[config.mk]
export PLATFORM = sky130hd
export DESIGN_NAME = diff_freq_serial_tx
export DESIGN_NICKNAME = d
export VERILOG_FILES = /design/src/rtl/diff_freq_serial_tx.sv
export SDC_FILE = /design/constraint.sdc
export NUM_CORES = 1
export LEC_CHECK = 0
export BUFFER_PORTS_ARGS = -buffer_cell sky130_fd_sc_hd__buf_2
export CAP_MARGIN = 20
export CORE_MARGIN = 3
export CORE_UTILIZATION = 58
export CTS_CLUSTER_DIAMETER = 150
export DETAILED_ROUTE_END_ITERATION = 12
export GPL_TIMING_DRIVEN = 0
export PLACE_DENSITY = 0.87
export REMOVE_ABC_BUFFERS = 1
export SYNTH_ARGS = -nofsm -noshare
export SYNTH_HDL_FRONTEND = slang
export SYNTH_SLANG_ARGS = --single-unit
[constraint.sdc]
create_clock -name clk -period 7.2 [get_ports clk]
set_input_delay 1.44 -clock clk [delete_from_list [all_inputs] [get_ports clk]]
set_output_delay 1.44 -clock clk [all_outputs]
set_load 0.005 [all_outputs]
[src/rtl/diff_freq_serial_tx.sv]
// rtl/diff_freq_serial_tx.sv - per-channel serialiser with per-bit fast/slow bit periods
//
// Shifts a DATA_BIT-wide output pattern out LSB-first on o_serial. Each bit is
// held for FAST_DIV cycles when its frequency-pattern bit is 1, else SLOW_DIV.
// Only commands whose i_sel_out equals CHANNEL_ID are accepted.
//
// Ports:
//   clk, rst_n         clock, synchronous active-low reset
//   i_load_tick        one-cycle command-valid strobe
//   i_output_pattern   serial data, bit 0 first
//   i_freq_pattern     per-bit speed select (1 = FAST_DIV, 0 = SLOW_DIV)
//   i_sel_out          target channel of the command
//   i_start, i_stop    begin / abort transmission
//   i_mode             0 = one-shot frame, 1 = continuous repeat
//   o_serial           registered serial output
//   o_busy             high while a frame is running
//   o_bit_index        index of the bit currently on o_serial (0 when not running)
//   o_done_tick        one-cycle pulse when a one-shot frame completes
module diff_freq_serial_tx #(
  parameter int DATA_BIT   = 32,
  parameter int FAST_DIV   = 4,
  parameter int SLOW_DIV   = 16,
  parameter int CHANNEL_ID = 0,
  localparam int IDX_W     = (DATA_BIT > 1) ? $clog2(DATA_BIT) : 1
) (
  input  logic                clk,
  input  logic                rst_n,
  input  logic                i_load_tick,
  input  logic [DATA_BIT-1:0] i_output_pattern,
  input  logic [DATA_BIT-1:0] i_freq_pattern,
  input  logic [3:0]          i_sel_out,
  input  logic                i_start,
  input  logic                i_stop,
  input  logic                i_mode,
  output logic                o_serial,
  output logic                o_busy,
  output logic [IDX_W-1:0]    o_bit_index,
  output logic                o_done_tick
);

  localparam int MAX_DIV = (FAST_DIV > SLOW_DIV) ? FAST_DIV : SLOW_DIV;
  localparam int CNT_W   = (MAX_DIV > 1) ? $clog2(MAX_DIV) : 1;

  localparam logic [CNT_W-1:0] FAST_LAST = CNT_W'(FAST_DIV - 1);
  localparam logic [CNT_W-1:0] SLOW_LAST = CNT_W'(SLOW_DIV - 1);
  localparam logic [IDX_W-1:0] IDX_LAST  = IDX_W'(DATA_BIT - 1);

  typedef enum logic [1:0] {
    S_IDLE  = 2'd0,
    S_ARMED = 2'd1,
    S_RUN   = 2'd2,
    S_DONE  = 2'd3
  } state_t;

  state_t              state_q, state_d;
  logic [DATA_BIT-1:0] act_pattern_q, act_pattern_d;
  logic [DATA_BIT-1:0] act_freq_q, act_freq_d;
  logic                act_mode_q, act_mode_d;
  logic [DATA_BIT-1:0] shd_pattern_q, shd_pattern_d;
  logic [DATA_BIT-1:0] shd_freq_q, shd_freq_d;
  logic                shd_mode_q, shd_mode_d;
  logic                pending_q, pending_d;
  logic [IDX_W-1:0]    index_q, index_d;
  logic [CNT_W-1:0]    cnt_q, cnt_d;
  logic                serial_q, serial_d;

  logic                accepted;
  logic                bit_last;
  logic                frame_last;

  assign accepted   = i_load_tick && (i_sel_out == 4'(CHANNEL_ID));
  assign bit_last   = (cnt_q == (act_freq_q[index_q] ? FAST_LAST : SLOW_LAST));
  assign frame_last = bit_last && (index_q == IDX_LAST);

  always_comb begin
    state_d       = state_q;
    act_pattern_d = act_pattern_q;
    act_freq_d    = act_freq_q;
    act_mode_d    = act_mode_q;
    shd_pattern_d = shd_pattern_q;
    shd_freq_d    = shd_freq_q;
    shd_mode_d    = shd_mode_q;
    pending_d     = pending_q;
    index_d       = index_q;
    cnt_d         = cnt_q;
    serial_d      = 1'b0;

    case (state_q)
      // S_DONE behaves like S_IDLE for commands; its only job is the done pulse.
      S_IDLE, S_DONE: begin
        state_d = S_IDLE;
        index_d = '0;
        cnt_d   = '0;
        if (accepted && !i_stop) begin
          act_pattern_d = i_output_pattern;
          act_freq_d    = i_freq_pattern;
          act_mode_d    = i_mode;
          state_d       = i_start ? S_RUN : S_ARMED;
        end
      end

      S_ARMED: begin
        if (accepted) begin
          if (i_stop) begin
            state_d = S_IDLE;
          end else begin
            act_pattern_d = i_output_pattern;
            act_freq_d    = i_freq_pattern;
            act_mode_d    = i_mode;
            index_d       = '0;
            cnt_d         = '0;
            if (i_start) state_d = S_RUN;
          end
        end
      end

      S_RUN: begin
        if (accepted && i_stop) begin
          // Abort wins over start and over a coincident end of frame.
          state_d   = S_IDLE;
          pending_d = 1'b0;
          index_d   = '0;
          cnt_d     = '0;
        end else if (frame_last) begin
          index_d = '0;
          cnt_d   = '0;
          if (accepted) begin
            // A command landing on the final cycle becomes the next frame directly.
            act_pattern_d = i_output_pattern;
            act_freq_d    = i_freq_pattern;
            act_mode_d    = i_mode;
            pending_d     = 1'b0;
          end else if (pending_q) begin
            act_pattern_d = shd_pattern_q;
            act_freq_d    = shd_freq_q;
            act_mode_d    = shd_mode_q;
            pending_d     = 1'b0;
          end else if (!act_mode_q) begin
            state_d = S_DONE;
          end
        end else begin
          if (accepted) begin
            shd_pattern_d = i_output_pattern;
            shd_freq_d    = i_freq_pattern;
            shd_mode_d    = i_mode;
            pending_d     = 1'b1;
          end
          if (bit_last) begin
            cnt_d   = '0;
            index_d = index_q + 1'b1;
          end else begin
            cnt_d = cnt_q + 1'b1;
          end
        end
      end

      default: begin
        state_d = S_IDLE;
      end
    endcase

    // Output is registered, so it is computed from the next-cycle state and index.
    if (state_d == S_RUN) serial_d = act_pattern_d[index_d];
  end

  always_ff @(posedge clk) begin
    if (!rst_n) begin
      state_q       <= S_IDLE;
      act_pattern_q <= '0;
      act_freq_q    <= '0;
      act_mode_q    <= 1'b0;
      shd_pattern_q <= '0;
      shd_freq_q    <= '0;
      shd_mode_q    <= 1'b0;
      pending_q     <= 1'b0;
      index_q       <= '0;
      cnt_q         <= '0;
      serial_q      <= 1'b0;
    end else begin
      state_q       <= state_d;
      act_pattern_q <= act_pattern_d;
      act_freq_q    <= act_freq_d;
      act_mode_q    <= act_mode_d;
      shd_pattern_q <= shd_pattern_d;
      shd_freq_q    <= shd_freq_d;
      shd_mode_q    <= shd_mode_d;
      pending_q     <= pending_d;
      index_q       <= index_d;
      cnt_q         <= cnt_d;
      serial_q      <= serial_d;
    end
  end

  assign o_serial    = serial_q;
  assign o_busy      = (state_q == S_RUN);
  assign o_bit_index = (state_q == S_RUN) ? index_q : '0;
  assign o_done_tick = (state_q == S_DONE);

endmodule

==> impl_metrics.tcl <==
set metrics [dict create \
    worstHoldPathType "flip-flop to flip-flop" \
    crit_fanout 45 \
    die-area_um2 14800 \
    hold_violations 0 \
    worst_pin_slew_ns 1.15 \
    drive_above_1_share 0.171 \
    synthXorXnorAreaFrac 0 \
    start_kind "primary input" \
    synth_flop_cell "dfxtp_1" \
    rsz0062_at_grt "false" \
    cap_violations 0 \
    cpLargestDelayFamily "simple AND/OR/NAND/NOR gates" \
    seqCellArea_um2 2860 \
    fin_crit_ns 5.91 \
    synth_top_family_by_area "multiplexers" \
    die_w_um 122 \
    cts_buffers 17 \
    synth-seq-cells 143 \
    required_ns 7.50 \
    muxShareOfSynthArea 0.208 \
    fp-row-count 41 \
    cts_tree "built" \
    antenna_found_initial 0 \
    status "complete, no violations" \
    drt_iter0_drc 669 \
    grt_pass1_wl_um 31500 \
    grt_overflow_total 0 \
    ir_worst_vdd_uv 158 \
    synth_seq_area_share 0.368 \
    place_ws_ns 1.02 \
    cts_root_buf "clkbuf_16" \
    ys_types 68 \
    gp_congestion 0.872 \
    cpMaxStageDelayCell "nand2_1" \
    final_cell_mix "dfxtp_1, mux2i_1, nand2_1" \
    cp_slowest_stage_delay_ns 0.98 \
    routed_wl_um 19000 \
    syn_inst 835 \
    ios 82 \
    area_delta_synth_final_pct 15.5 \
    synth-edff-count 0 \
    cts_setup_buffers 0 \
    stdcell_area_um2 8990 \
    setup_violations 0 \
    yosys-top-cells-area "dfxtp_1, mux2i_1, nor2b_1" \
    hold_buffers 0 \
    cts_resized 0 \
    cts_sinks 143 \
    n_antenna_cell 0 \
    finalPower_mw 1.77 \
    place_area_um2 8420 \
    synth-simple-area-share 0.180 \
    fin_ws_ns 1.29 \
    p_leak_nw 3.41 \
    start_util 0.604 \
    slew_viol_final 0 \
    multi_input_area_um2 4620 \
    crit_arrival_ns 6.22 \
    netlist_area_um2 7780 \
    firstDrtPassIters 6 \
    h-tree-depth 4 \
    wl_per_cell_um 17.9 \
    fin_cells 1063 \
    grt_pass1_vias 6627 \
    vias_per_cell 6.18 \
    post-place-cells 1031 \
    skew_ns 0.0109 \
    insertion_delay_ns 0.43 \
    synth_top_area_frac 0.368 \
    final_common_cell "dfxtp_1" \
    core_um2 12900 \
    ys_warn_count 0 \
    syn-mean-instance-area_um2 9.32 \
    worstSetupPathType "primary input to flip-flop" \
    final_nets 958 \
    synth-compound-area-share 0.192 \
    path_cells "buf_2 -> nor4_1 -> nand2_2 -> nand2_1 -> a221oi_1 -> or2_1 -> a2bb2oi_2 -> a21oi_1 -> a2111oi_0 -> or3b_1 -> o32ai_1 -> and4b_1" \
    synth_fa_ha_area_frac 0.00965 \
    power-per-cell-area_nw_per_um2 197 \
    drcViolationCount 0 \
    fin_crit_sh 0.821 \
    clock.fmax_mhz 169 \
    num-fill-cells 918 \
    grt_max_degree 115 \
    yosysTopAreaCell "dfxtp_1" \
    critPathCaptureType "flip-flop" \
    relSlewSlack 0.234 \
    port_buffers 81 \
    vias 6570 \
    hpwl_um 11800 \
    crit_buf_inv 1 \
    synth-async-reset-ratio 0 \
    setup_tns_ns 0 \
    dieHeight_um 122 \
    grt_use_total 0.261 \
    cts.clk_slew.worst_paths_ns 0.06 \
    cts_max_path_buffers 2 \
    ant_nets 0 \
]
per-layer routing:
metal,wire [um],track usage,share of wire,up-vias
met3,1310,0.0566,0.069,51
li1,-,-,-,3143
met1,8020,0.330,0.42,3123
met4,530,0.116,0.028,0
met5,0,0,0,-
met2,9190,0.429,0.48,253
cells in the mapped netlist, types with 2 or more instances:
cell	instances
a2111oi_0	11
nand2b_1	2
o22a_1	15
o22ai_1	16
o211a_1	34
a32o_1	2
nand2_1	95
a311oi_1	12
buf_6	3
nor2_1	27
mux2_2	6
a21boi_0	2
a2bb2oi_1	3
mux4_2	6
and2_0	2
or3_1	4
nor2b_1	86
and3_1	3
dfxtp_1	143
o2111ai_1	3
nor3_1	4
buf_4	2
a31oi_1	3
o21ai_0	21
inv_1	6
mux2i_1	140
o221ai_1	12
nor4_1	2
nand3_1	5
nor3b_1	2
buf_2	12
and2_1	28
buf_1	6
ha_1	6
a21oi_1	32
a221oi_1	2
clkbuf_1	46
report_power, final:
| part | internal [mW] | switching [mW] |
|---|---|---|
| Clock | 0.495 | 0.346 |
| Sequential | 0.805 | 0.00797 |
| Combinational | 0.0561 | 0.0622 |
| Total | 1.36 | 0.416 |
cells by family (layout without fill, tap and decap cells):
group / count (synthesis) / after routing
AOI/OAI and AO/OA: 187 / 187
adders and majority gates: 6 / 6
buffers and inverters: 75 / 131
DFF: 143 / 143
muxes: 153 / 153
and+or+nand+nor: 271 / 271
per-stage QoR:
step / hold slack (ns) / utilization
global placement: 0.476 / 0.629
detailed placement: 0.484 / 0.654
floorplan: 0.467 / -
CTS: 0.500 / 0.698
finish: 0.498 / 0.698
global route: 0.511 / 0.698
registers in the layout, indices dropped and copies added (netlist names):
register and flops:
act_freq_q 32, act_pattern_q 32, shd_freq_q 32, shd_pattern_q 32
index_q 5, cnt_q 4, state_q 2, act_mode_q 1
o_serial 1, pending_q 1, shd_mode_q 1
final cells by class:
type	count	share of cell area
Multi-Input combinational cell	617	0.514
Sequential cell	143	0.319
Tap cell	172	0.0239
Inverter	6	0.00251
Clock buffer	20	0.0508
Timing Repair Buffer	93	0.0781
Clock inverter	12	0.0121
worst reg2reg max path, delay by kind of cell (launching register included):
family	cells	cell delay [ns]
AO/OA/AOI/OAI	4	1.85
flip-flops	1	0.93
multiplexers	2	0.94
AND/OR/NAND/NOR	4	1.08
final timing paths:
check / startpoint / endpoint / slack [ns] / cells after the start
hold / removal: act_freq_q[18] / act_freq_q[18] / 0.50 / 1
hold reg to reg: act_freq_q[18] / act_freq_q[18] / 0.50 / 1
setup / recovery: i_sel_out[1] / o_serial / 1.29 / 12
setup reg to reg: index_q[0] / o_serial / 2.26 / 10
No activity file was read; power rests on OpenSTA's default activity.
